==> config.mk <==
export PLATFORM = sky130hd
export DESIGN_NAME = sift_window_sequencer
export DESIGN_NICKNAME = d
export VERILOG_FILES = /design/src/rtl/sift_window_sequencer.sv
export SDC_FILE = /design/constraint.sdc
export NUM_CORES = 1
export LEC_CHECK = 0
export ABC_CLOCK_PERIOD_IN_PS = 4500
export CORE_MARGIN = 4
export CORE_UTILIZATION = 60
export CTS_CLUSTER_SIZE = 24
export DETAILED_ROUTE_END_ITERATION = 6
export PLACE_DENSITY = 0.86
export SETUP_SLACK_MARGIN = 0.05
export SYNTH_ARGS = -nofsm -noshare
export SYNTH_HDL_FRONTEND = slang
export SYNTH_SLANG_ARGS = --single-unit
==> constraint.sdc <==
create_clock -name pixClk -period 4.5 [get_ports pixClk]
set_input_delay 0.675 -clock pixClk [delete_from_list [all_inputs] [get_ports pixClk]]
set_output_delay 0.675 -clock pixClk [all_outputs]
set_load 0.005 [all_outputs]
==> src/rtl/sift_window_sequencer.sv <==
// Shift/MAC enable, raster tracking and MAC-aligned centre tags for one vertical Gaussian stage.
// Define SIFT_SEQ_FLUSH_EN to add the end-of-frame FLUSH state that pads out the last rows.
module sift_window_sequencer #(
    parameter int FRAME_W = 200,
    parameter int FRAME_H = 200,
    parameter int DOWN_S  = 0,
    parameter int WIN     = 19,
    parameter int MAC_LAT = 3,
    parameter int CW      = 16
) (
    input  logic          pixClk,
    input  logic          rst,
    input  logic          frame_start,
    input  logic          pix_valid,
    output logic          pix_ready,
    output logic          en_p,
    output logic          pad_sel,
    output logic          out_valid,
    output logic [CW-1:0] out_x,
    output logic [CW-1:0] out_y,
    output logic          border,
    output logic          busy,
    output logic          frame_done
);
    localparam int RADI = WIN / 2;
    localparam int W_DS = FRAME_W >> DOWN_S;
    localparam int H_DS = FRAME_H >> DOWN_S;
    localparam logic [CW-1:0] DS_MASK = CW'((1 << DOWN_S) - 1);
    localparam logic [CW-1:0] X_LAST  = CW'(FRAME_W - 1);
    localparam logic [CW-1:0] Y_LAST  = CW'(FRAME_H - 1);
    localparam logic [CW-1:0] DX_LAST = CW'(W_DS - 1);
    localparam logic [CW-1:0] RADI_C  = CW'(RADI);
    localparam logic [CW-1:0] BRD_LO  = CW'(2 * RADI);
    localparam logic [CW-1:0] H_DS_C  = CW'(H_DS);
    localparam logic [CW-1:0] CY_END  = CW'(H_DS + RADI);

    typedef enum logic [1:0] {IDLE, RUN, FLUSH, DONE} state_t;

    typedef struct packed {
        logic          valid;
        logic          brd;
        logic [CW-1:0] x;
        logic [CW-1:0] y;
    } tag_t;

    state_t        state;
    logic [CW-1:0] x, y, dx, dy;
    tag_t          pipe    [MAC_LAT];
    tag_t          shifted [MAC_LAT];
    tag_t          new_tag;
    logic          accept, last_pix, dec_hit;

`ifdef SIFT_SEQ_FLUSH_EN
    localparam int FLUSH_N = RADI * W_DS + MAC_LAT;
    localparam int FCW     = $clog2(FLUSH_N + 1);
    localparam logic [FCW-1:0] FLUSH_LAST = FCW'(FLUSH_N - 1);
    logic [FCW-1:0] fcnt;
`endif

    // Enables are combinational so they line up with the pixel currently on the bus.
    always_comb begin
        // NOTE: every signal driven here gets a default first, so no path can infer a latch.
        dec_hit   = ((x & DS_MASK) == '0) && ((y & DS_MASK) == '0);
        pix_ready = (state == RUN);
        accept    = pix_ready && pix_valid;
        last_pix  = accept && (x == X_LAST) && (y == Y_LAST);
        en_p      = accept && dec_hit;
        pad_sel   = 1'b0;
`ifdef SIFT_SEQ_FLUSH_EN
        if (state == FLUSH) begin
            en_p    = 1'b1;
            pad_sel = 1'b1;
        end
`endif
    end

    assign busy = (state == RUN) || (state == FLUSH);

    // The tag names the window centre, RADI rows above the row being shifted in.
    always_comb begin
        new_tag.valid = (dy >= RADI_C) && (dy < CY_END);
        new_tag.brd   = (dy < BRD_LO) || (dy >= H_DS_C);
        new_tag.x     = dx;
        new_tag.y     = dy - RADI_C;
        shifted[0]    = new_tag;
        for (int i = 1; i < MAC_LAT; i++) shifted[i] = pipe[i-1];
    end

    always_ff @(posedge pixClk) begin
        if (rst || frame_start) begin
            // NOTE: the tag pipe is reset like any control state; stale valid bits would leak old-frame outputs.
            for (int i = 0; i < MAC_LAT; i++) pipe[i] <= '0;
            state      <= rst ? IDLE : RUN;
            x          <= '0;
            y          <= '0;
            dx         <= '0;
            dy         <= '0;
            out_valid  <= 1'b0;
            frame_done <= 1'b0;
`ifdef SIFT_SEQ_FLUSH_EN
            fcnt       <= '0;
`endif
            if (rst) begin
                out_x  <= '0;
                out_y  <= '0;
                border <= 1'b0;
            end
        end else begin
            // NOTE: state registers use non-blocking assignments so all updates see pre-edge values.
            out_valid  <= 1'b0;
            frame_done <= 1'b0;
            if (accept) begin
                if (x == X_LAST) begin
                    x <= '0;
                    y <= y + 1'b1;
                end else begin
                    x <= x + 1'b1;
                end
            end
            if (en_p) begin
                pipe      <= shifted;
                out_valid <= shifted[MAC_LAT-1].valid;
                out_x     <= shifted[MAC_LAT-1].x;
                out_y     <= shifted[MAC_LAT-1].y;
                border    <= shifted[MAC_LAT-1].brd;
                if (dx == DX_LAST) begin
                    dx <= '0;
                    dy <= dy + 1'b1;
                end else begin
                    dx <= dx + 1'b1;
                end
            end
            case (state)
                RUN: begin
                    if (last_pix) begin
`ifdef SIFT_SEQ_FLUSH_EN
                        state <= FLUSH;
`else
                        // Without a flush the pipe contents are abandoned, including this slot.
                        state      <= DONE;
                        frame_done <= 1'b1;
                        out_valid  <= 1'b0;
`endif
                    end
                end
`ifdef SIFT_SEQ_FLUSH_EN
                FLUSH: begin
                    fcnt <= fcnt + 1'b1;
                    if (fcnt == FLUSH_LAST) begin
                        state      <= DONE;
                        frame_done <= 1'b1;
                    end
                end
`endif
                DONE:    state <= IDLE;
                default: ;
            endcase
        end
    end
endmodule

==> results of run 1 <==
-- power groups by stage --
| stage | clock [mW] | combinational [mW] | sequential, mW |
|---|---|---|---|
| 2_1_floorplan | 0 | 0.0644 | 1.61 |
| 3_3_place_gp | 0 | 0.118 | 1.61 |
| 3_5_place_dp | 0 | 0.121 | 1.61 |
| 4_1_cts | 1.43 | 0.123 | 1.58 |
| 5_1_grt | 1.50 | 0.135 | 1.58 |
| 6_report | 1.42 | 0.123 | 1.58 |
-- cell families after synthesis --
kind of cell	Yosys count
other	1
xor gates and xnor gates	28
DFF	169
buffers and inverters	69
muxes	4
adders and majority gates	8
and+or+nand+nor	340
AOI/OAI and AO/OA	183
-- final cells by class --
| class | instances | area [um2] | share of cell area [%] |
|---|---|---|---|
| repair buffers | 47 | 455.4 | 5.557 |
| clock inverters | 14 | 146.4 | 1.786 |
| flip-flops and latches | 169 | 3734 | 45.56 |
| well taps | 143 | 178.9 | 2.183 |
| multi-input cells | 564 | 3207 | 39.13 |
| clock buffers | 18 | 429.2 | 5.237 |
| inverters | 12 | 45.04 | 0.5496 |
-- flip-flops by register name, indices dropped and copies added, names as in the netlist, 2 cells and up --
name   flops
pipe      68
dx        16
dy        16
out_x     16
out_y     16
x         16
y         16
state      2
-- placed cells by master, fill, tap and decap left out, types with 20 or more instances in the layout --
cell             count
or4_1               25
o21ai_0             30
nand2_1            128
or3_1               20
nand4_1             21
nand3_1             26
and2_1              38
a21oi_1            109
clkdlybuf4s50_1     41
dfxtp_1            134
o31ai_1             25
edfxtp_1            35
nor2_1              29
-- metrics by stage --
step | instance area (um2) | cells | worst slack (ps) | power (mW) | utilization [%]
finish | 8195 | 967 | 1537 | 3.116 | 70.86
global route | 8195 | 967 | 1286 | 3.209 | 70.86
CTS | 8195 | 967 | 1580 | 3.124 | 70.86
detailed placement | 7620 | 935 | 1222 | 1.730 | 65.89
global placement | 7620 | 935 | 1303 | 1.725 | 65.89
floorplan | 7207 | 802 | 2069 | 1.674 | -
-- critical path: cells and delay by family (launching register included) --
| family | cells | cell delay, ps |
|---|---|---|
| buffers and inverters | 1 | 70 |
| AND/OR/NAND/NOR | 3 | 970 |
| AO/OA/AOI/OAI | 1 | 940 |
| adder cells (fa/ha/maj) | 1 | 440 |
| flip-flops | 1 | 390 |
-- layer usage --
layer	part of all wire, %	up-vias
met2	47	264
li1	-	2889
met1	45	2833
met4	1.6	0
met3	6.8	35
met5	0	-
-- path summary, 6_finish.rpt --
kind	startpoint	to	slack [ps]	cells after the start
min	pipe[77]$_SDFFE_PP0N_	pipe[43]$_SDFFE_PP0N_	450	2
max	state[1]$_SDFFCE_PP0P_	x[5]$_SDFFE_PP0N_	1540	6
min reg2reg	pipe[77]$_SDFFE_PP0N_	pipe[43]$_SDFFE_PP0N_	450	2
max reg2reg	state[1]$_SDFFCE_PP0P_	x[5]$_SDFFE_PP0N_	1540	6
==> out/results.ini, run 1 <==
[layout]
drive_gt1_share_pct=5.704
area_growth_pct=13.72
antenna_cells=0
fin_nets=823
nFillCells=787

[die]
die_h_um=117.6
ios=43
dieArea_um2=13830
initial_utilization_pct=62.32
die_w_um=117.6
core_um2=11560
rows=39

[routing]
ant_nets=0
drt-initial-drc-count=664
drt-vias-per-instance=6.226
dr.pass1.iters=6
wl_per_cell_um=16.15
drc=0
postRouteWirelength_mm=15.62
vias=6021

[global_route]
grt_usage_pct=22.54
use_met2_pct=35.98
grt_use_met1_pct=29.94
overflow=0
grt_max_degree=92
grt_pass1_wl_mm=26.50
antenna_found_initial=0
use_met3_pct=5.815
grt-busiest-layer=met2
grt_pass1_vias=5621

[clock_tree]
hold_buffers=0
cts_buffers=17
clk_latency_ps=420
cts_buffer_depth=2
cts_tree=done
path_clk_slew_ps=60
cts_max_level=4
cts_setup_buffers=0
cts-root-buf=clkbuf_16
numClockSinks=169
cts_resized=0

[yosys]
synth_compound_area_share_pct=14.58
synth_edf_count=35
synth_flop_cell=dfxtp_1
synth_adder_area_share_pct=1.389
synth_top_family_by_area=simple AND/OR/NAND/NOR gates
netlist_instances=802
synth_most_common_cell=dfxtp_1
syn_area_um2=7207
yosys.area.top_type=dfxtp_1
synth.distinct_cells=46
async_flop_share_pct=0
synthTopCellsByArea=dfxtp_1 (37%), edfxtp_1 (15%), a21oi_1 (7.6%), nand2_1 (6.7%), and2_1 (3.3%)
synth_nets=814
yosysWarnings=0
synth_mux_area_share_pct=0.5556
synth-xor-area-share_pct=3.403
yosys_register_bits=169
yosysSeqAreaShare_pct=51.81
synth_top_area_share_pct=37.22
avgSynthCellArea_um2=8.986
yosys-top-cells-count=dfxtp_1 (134), nand2_1 (129), a21oi_1 (109), clkbuf_1 (45), and2_1 (38)
synthSimpleGateAreaFrac_pct=24.44

[power]
power_density_nw_per_um2=380.2
pwr-share-clk_pct=45.5
p_int_mw=2.430
switchingPower_mw=0.6865
power_leakage_nw=2.602
p_sw_share_pct=22.03
worst_ir_drop_vdd_mv=0.1798
pwr-share-seq_pct=50.6
comb_power_share_pct=3.9

[setup_path]
required_ps=4770
crit_fanout=15
crit_chain=inv_1 -> ha_1 -> and4_1 -> nand3_1 -> o21ai_1 -> nor2_1
cp-end-kind=flop
crit_type=flop to flop
max_stage_delay_ps=940
cp-start-kind=flop
cpMaxStageDelayCell=o21ai_1
crit_arrival_ps=3230

[timing]
clock_skew_ps=7.822
rsz0062_at_grt=false
period_share_pct=65.85
tightest_slew_ps=1059
fin_hold_ws_ps=449.2
fmax_mhz=337.5
slew_headroom_pct=29.17
tns_ps=0
slew_viol_final=0
setup_violations=0
period_minus_slack_ps=2963
finalHoldViolCount=0

[placed_design]
post-dp-hpwl_mm=9.673
gp_congestion=0.8864
portBuffers=41

[run]
max_cap_viol_count=0

[worst_hold_path]
hp-class=flop to flop

[status]
status=completed

Note: power is estimated with default switching activity, not from simulation.
==> inputs of run 2 (changes only) <==
--- a/config.mk
+++ b/config.mk
@@ -5,12 +5,12 @@
 export SDC_FILE = /design/constraint.sdc
 export NUM_CORES = 1
 export LEC_CHECK = 0
-export ABC_CLOCK_PERIOD_IN_PS = 4500
+export ABC_CLOCK_PERIOD_IN_PS = 2710
 export CORE_MARGIN = 4
-export CORE_UTILIZATION = 60
+export CORE_UTILIZATION = 53
 export CTS_CLUSTER_SIZE = 24
 export DETAILED_ROUTE_END_ITERATION = 6
-export PLACE_DENSITY = 0.86
+export PLACE_DENSITY = 0.81
 export SETUP_SLACK_MARGIN = 0.05
 export SYNTH_ARGS = -nofsm -noshare
 export SYNTH_HDL_FRONTEND = slang
==> constraint.sdc (replaced) <==
create_clock -name pixClk -period 2.71 [get_ports pixClk]
set_input_delay 0.4065 -clock pixClk [delete_from_list [all_inputs] [get_ports pixClk]]
set_output_delay 0.4065 -clock pixClk [all_outputs]
set_load 0.005 [all_outputs]
==> out/results.ini, run 2 (synthesis gave the netlist of run 1 again) <==
[layout]
finalInstanceArea_um2=8421  ; was 8195 um2
drive_gt1_share_pct=7.527  ; was 5.704%
area_growth_pct=16.84  ; was 13.72%
fin_util_pct=63.34  ; was 70.86%
antenna_cells=0  ; unchanged
fin_nets=836  ; was 823
layout_commonest_cell=dfxtp_1  ; unchanged
largest_register_ffs=68  ; unchanged
mostFrequentLayoutCells=dfxtp_1 (134), nand2_1 (128), a21oi_1 (109)  ; unchanged
regMostFlops=pipe  ; unchanged
layout.cells.non_filler=1013  ; was 967

[clock_tree]
cts-root-buf=clkbuf_16  ; unchanged
cts_buffers=17  ; unchanged
cts_max_level=4  ; unchanged
hold_buffers=0  ; unchanged
path_clk_slew_ps=60  ; about the same
clk_latency_ps=430  ; was 420 ps
cts_setup_buffers=0  ; unchanged
numClockSinks=169  ; unchanged
cts_tree=done  ; unchanged
cts_buffer_depth=2  ; unchanged
cts_resized=0  ; unchanged

[worst_hold_path]
min_delay_path_depth=2  ; unchanged
hp-class=flop to flop  ; unchanged
hp-start=pipe[91]$_SDFFE_PP0N_  ; was pipe[77]$_SDFFE_PP0N_
hold_path_end=pipe[57]$_SDFFE_PP0N_  ; was pipe[43]$_SDFFE_PP0N_

[placed_design]
gp_congestion=0.7859  ; was 0.8864
postPlaceCellArea_um2=7784  ; was 7620 um2
placed_cells=981  ; was 935
dp_slack_ps=292.7  ; was 1222 ps
post-dp-hpwl_mm=8.853  ; was 9.673 mm
portBuffers=41  ; unchanged

[setup_path]
r2r_end=dy[15]$_SDFFE_PP0P_  ; was x[5]$_SDFFE_PP0N_
crit_arrival_ps=1930  ; was 3230 ps
r2r_start=state[1]$_SDFFCE_PP0P_  ; unchanged
cpMaxStageDelayCell=clkdlybuf4s50_1  ; was o21ai_1
max_stage_delay_ps=500  ; was 940 ps
crit_chain=inv_1 -> ha_1 -> nand2_2 -> inv_2 -> clkdlybuf4s50_1  ; was inv_1 -> ha_1 -> and4_1 -> nand3_1 -> o21ai_1 -> nor2_1
crit_type=flop to output pin  ; was flop to flop
reg2reg_depth=6  ; unchanged
cp-start-kind=flop  ; unchanged
crit_fanout=9  ; was 15
required_ps=2300  ; was 4770 ps
cp-end-kind=output pin  ; was flop
ff2ff_setup_slack_ps=500  ; was 1540 ps

[global_route]
antenna_found_initial=0  ; unchanged
overflow=0  ; unchanged
grt_usage_pct=18.54  ; was 22.54%
grt_pass1_vias=5210  ; was 5621
grt_max_degree=88  ; was 92
grt_pass1_wl_mm=24.42  ; was 26.50 mm

[die]
die_w_um=124.6  ; was 117.6 um
rows=42  ; was 39
ios=43  ; unchanged
dieArea_um2=15530  ; was 13830 um2
die_h_um=124.6  ; was 117.6 um
initial_utilization_pct=54.21  ; was 62.32%
core_um2=13300  ; was 11560 um2

[run]
max_cap_viol_count=0  ; unchanged

[timing]
slew_headroom_pct=59.40  ; was 29.17%
finalHoldViolCount=0  ; unchanged
setup_ws_ps=374.1  ; was 1537 ps
period_share_pct=86.20
period_minus_slack_ps=2336
tns_ps=0  ; unchanged
setup_violations=0  ; unchanged
clock_skew_ps=8.438  ; was 7.822 ps
fmax_mhz=428.1
slew_viol_final=0  ; unchanged
tightest_slew_ps=609.0  ; was 1059 ps
rsz0062_at_grt=false  ; unchanged

[routing]
vias=5768  ; was 6021
postRouteWirelength_mm=14.24  ; was 15.62 mm
ant_nets=0  ; unchanged
dr.pass1.iters=5  ; was 6
wl_per_cell_um=14.05  ; was 16.15 um
drt-initial-drc-count=439  ; was 664
drt-vias-per-instance=5.694  ; was 6.226
drc=0  ; unchanged

[power]
power_leakage_nw=2.719  ; was 2.602 nW
power_density_nw_per_um2=642.5  ; was 380.2 nW/um2
worst_ir_drop_vdd_mv=0.4075  ; was 0.1798 mV

[status]
status=completed  ; unchanged

-- run 2: cell types whose count changed in the layout (fill, tap and decap cells not counted) --
cell	before	now
clkinvlp_4	4	1
inv_6	4	6
bufinv_16	2	4
clkinv_4	1	3
buf_4	6	17
clkinv_2	0	1
buf_12	0	2
clkbuf_1	1	0
clkinvlp_2	1	0
clkinv_1	2	0
-- run 2: final cells by class --
class                      count  area [um2]
clock buffer                  17       425.4
clock inverter                15       211.5
fill                        1057        4875
inverter                      12       45.04
multi-input combinational    564        3207
sequential                   169        3734
tap                          176       220.2
timing repair buffer          60       578.1
-- run 2: how the worst max path moves through the flow --
stage,slack [ps],from,depth (start not counted),endpoint
2_1_floorplan,280,state[1]$_SDFFCE_PP0P_,6,border$_SDFFCE_PP0P_
3_3_place_gp,300,pix_valid,5,dy[15]$_SDFFE_PP0P_
3_5_place_dp,290,pix_valid,5,dy[15]$_SDFFE_PP0P_
4_1_cts,350,state[1]$_SDFFCE_PP0P_,5,en_p
5_1_grt,250,state[1]$_SDFFCE_PP0P_,5,en_p
6_report,370,state[1]$_SDFFCE_PP0P_,5,en_p
-- run 2: critical path, delay by kind of cell (launching register included) --
| family | cells | cell delay (ps) |
|---|---|---|
| adders and majority gates | 1 | 330 |
| buffers and inverters | 3 | 680 |
| DFF | 1 | 390 |
| and+or+nand+nor | 1 | 110 |
-- run 2: power breakdown --
part | leakage, nW | internal [mW] | switching, mW
logic | 0.963 | 0.0809 | 0.131
registers | 1.45 | 2.60 | 0.0119
clock network | 0.310 | 1.56 | 1.02
-- run 2: per-stage QoR --
stage,total power [mW],hold slack [ps]
2_1_floorplan,2.780,428.7
4_1_cts,5.445,450.6
5_1_grt,5.581,466.7
3_5_place_dp,2.883,442.0
3_3_place_gp,2.880,437.8
6_report,5.410,448.4
-- run 2: per-layer routing --
layer  wire length (um)  track usage [%]  vias to the layer above  share of wire, %
met3                619            4.674                       14               4.3
met1               6575            24.14                     2712                46
li1                   -                -                     2921                 -
met4                200            5.545                        0               1.4
met5                  0                0                        -                 0
met2               6842            30.53                      121                48
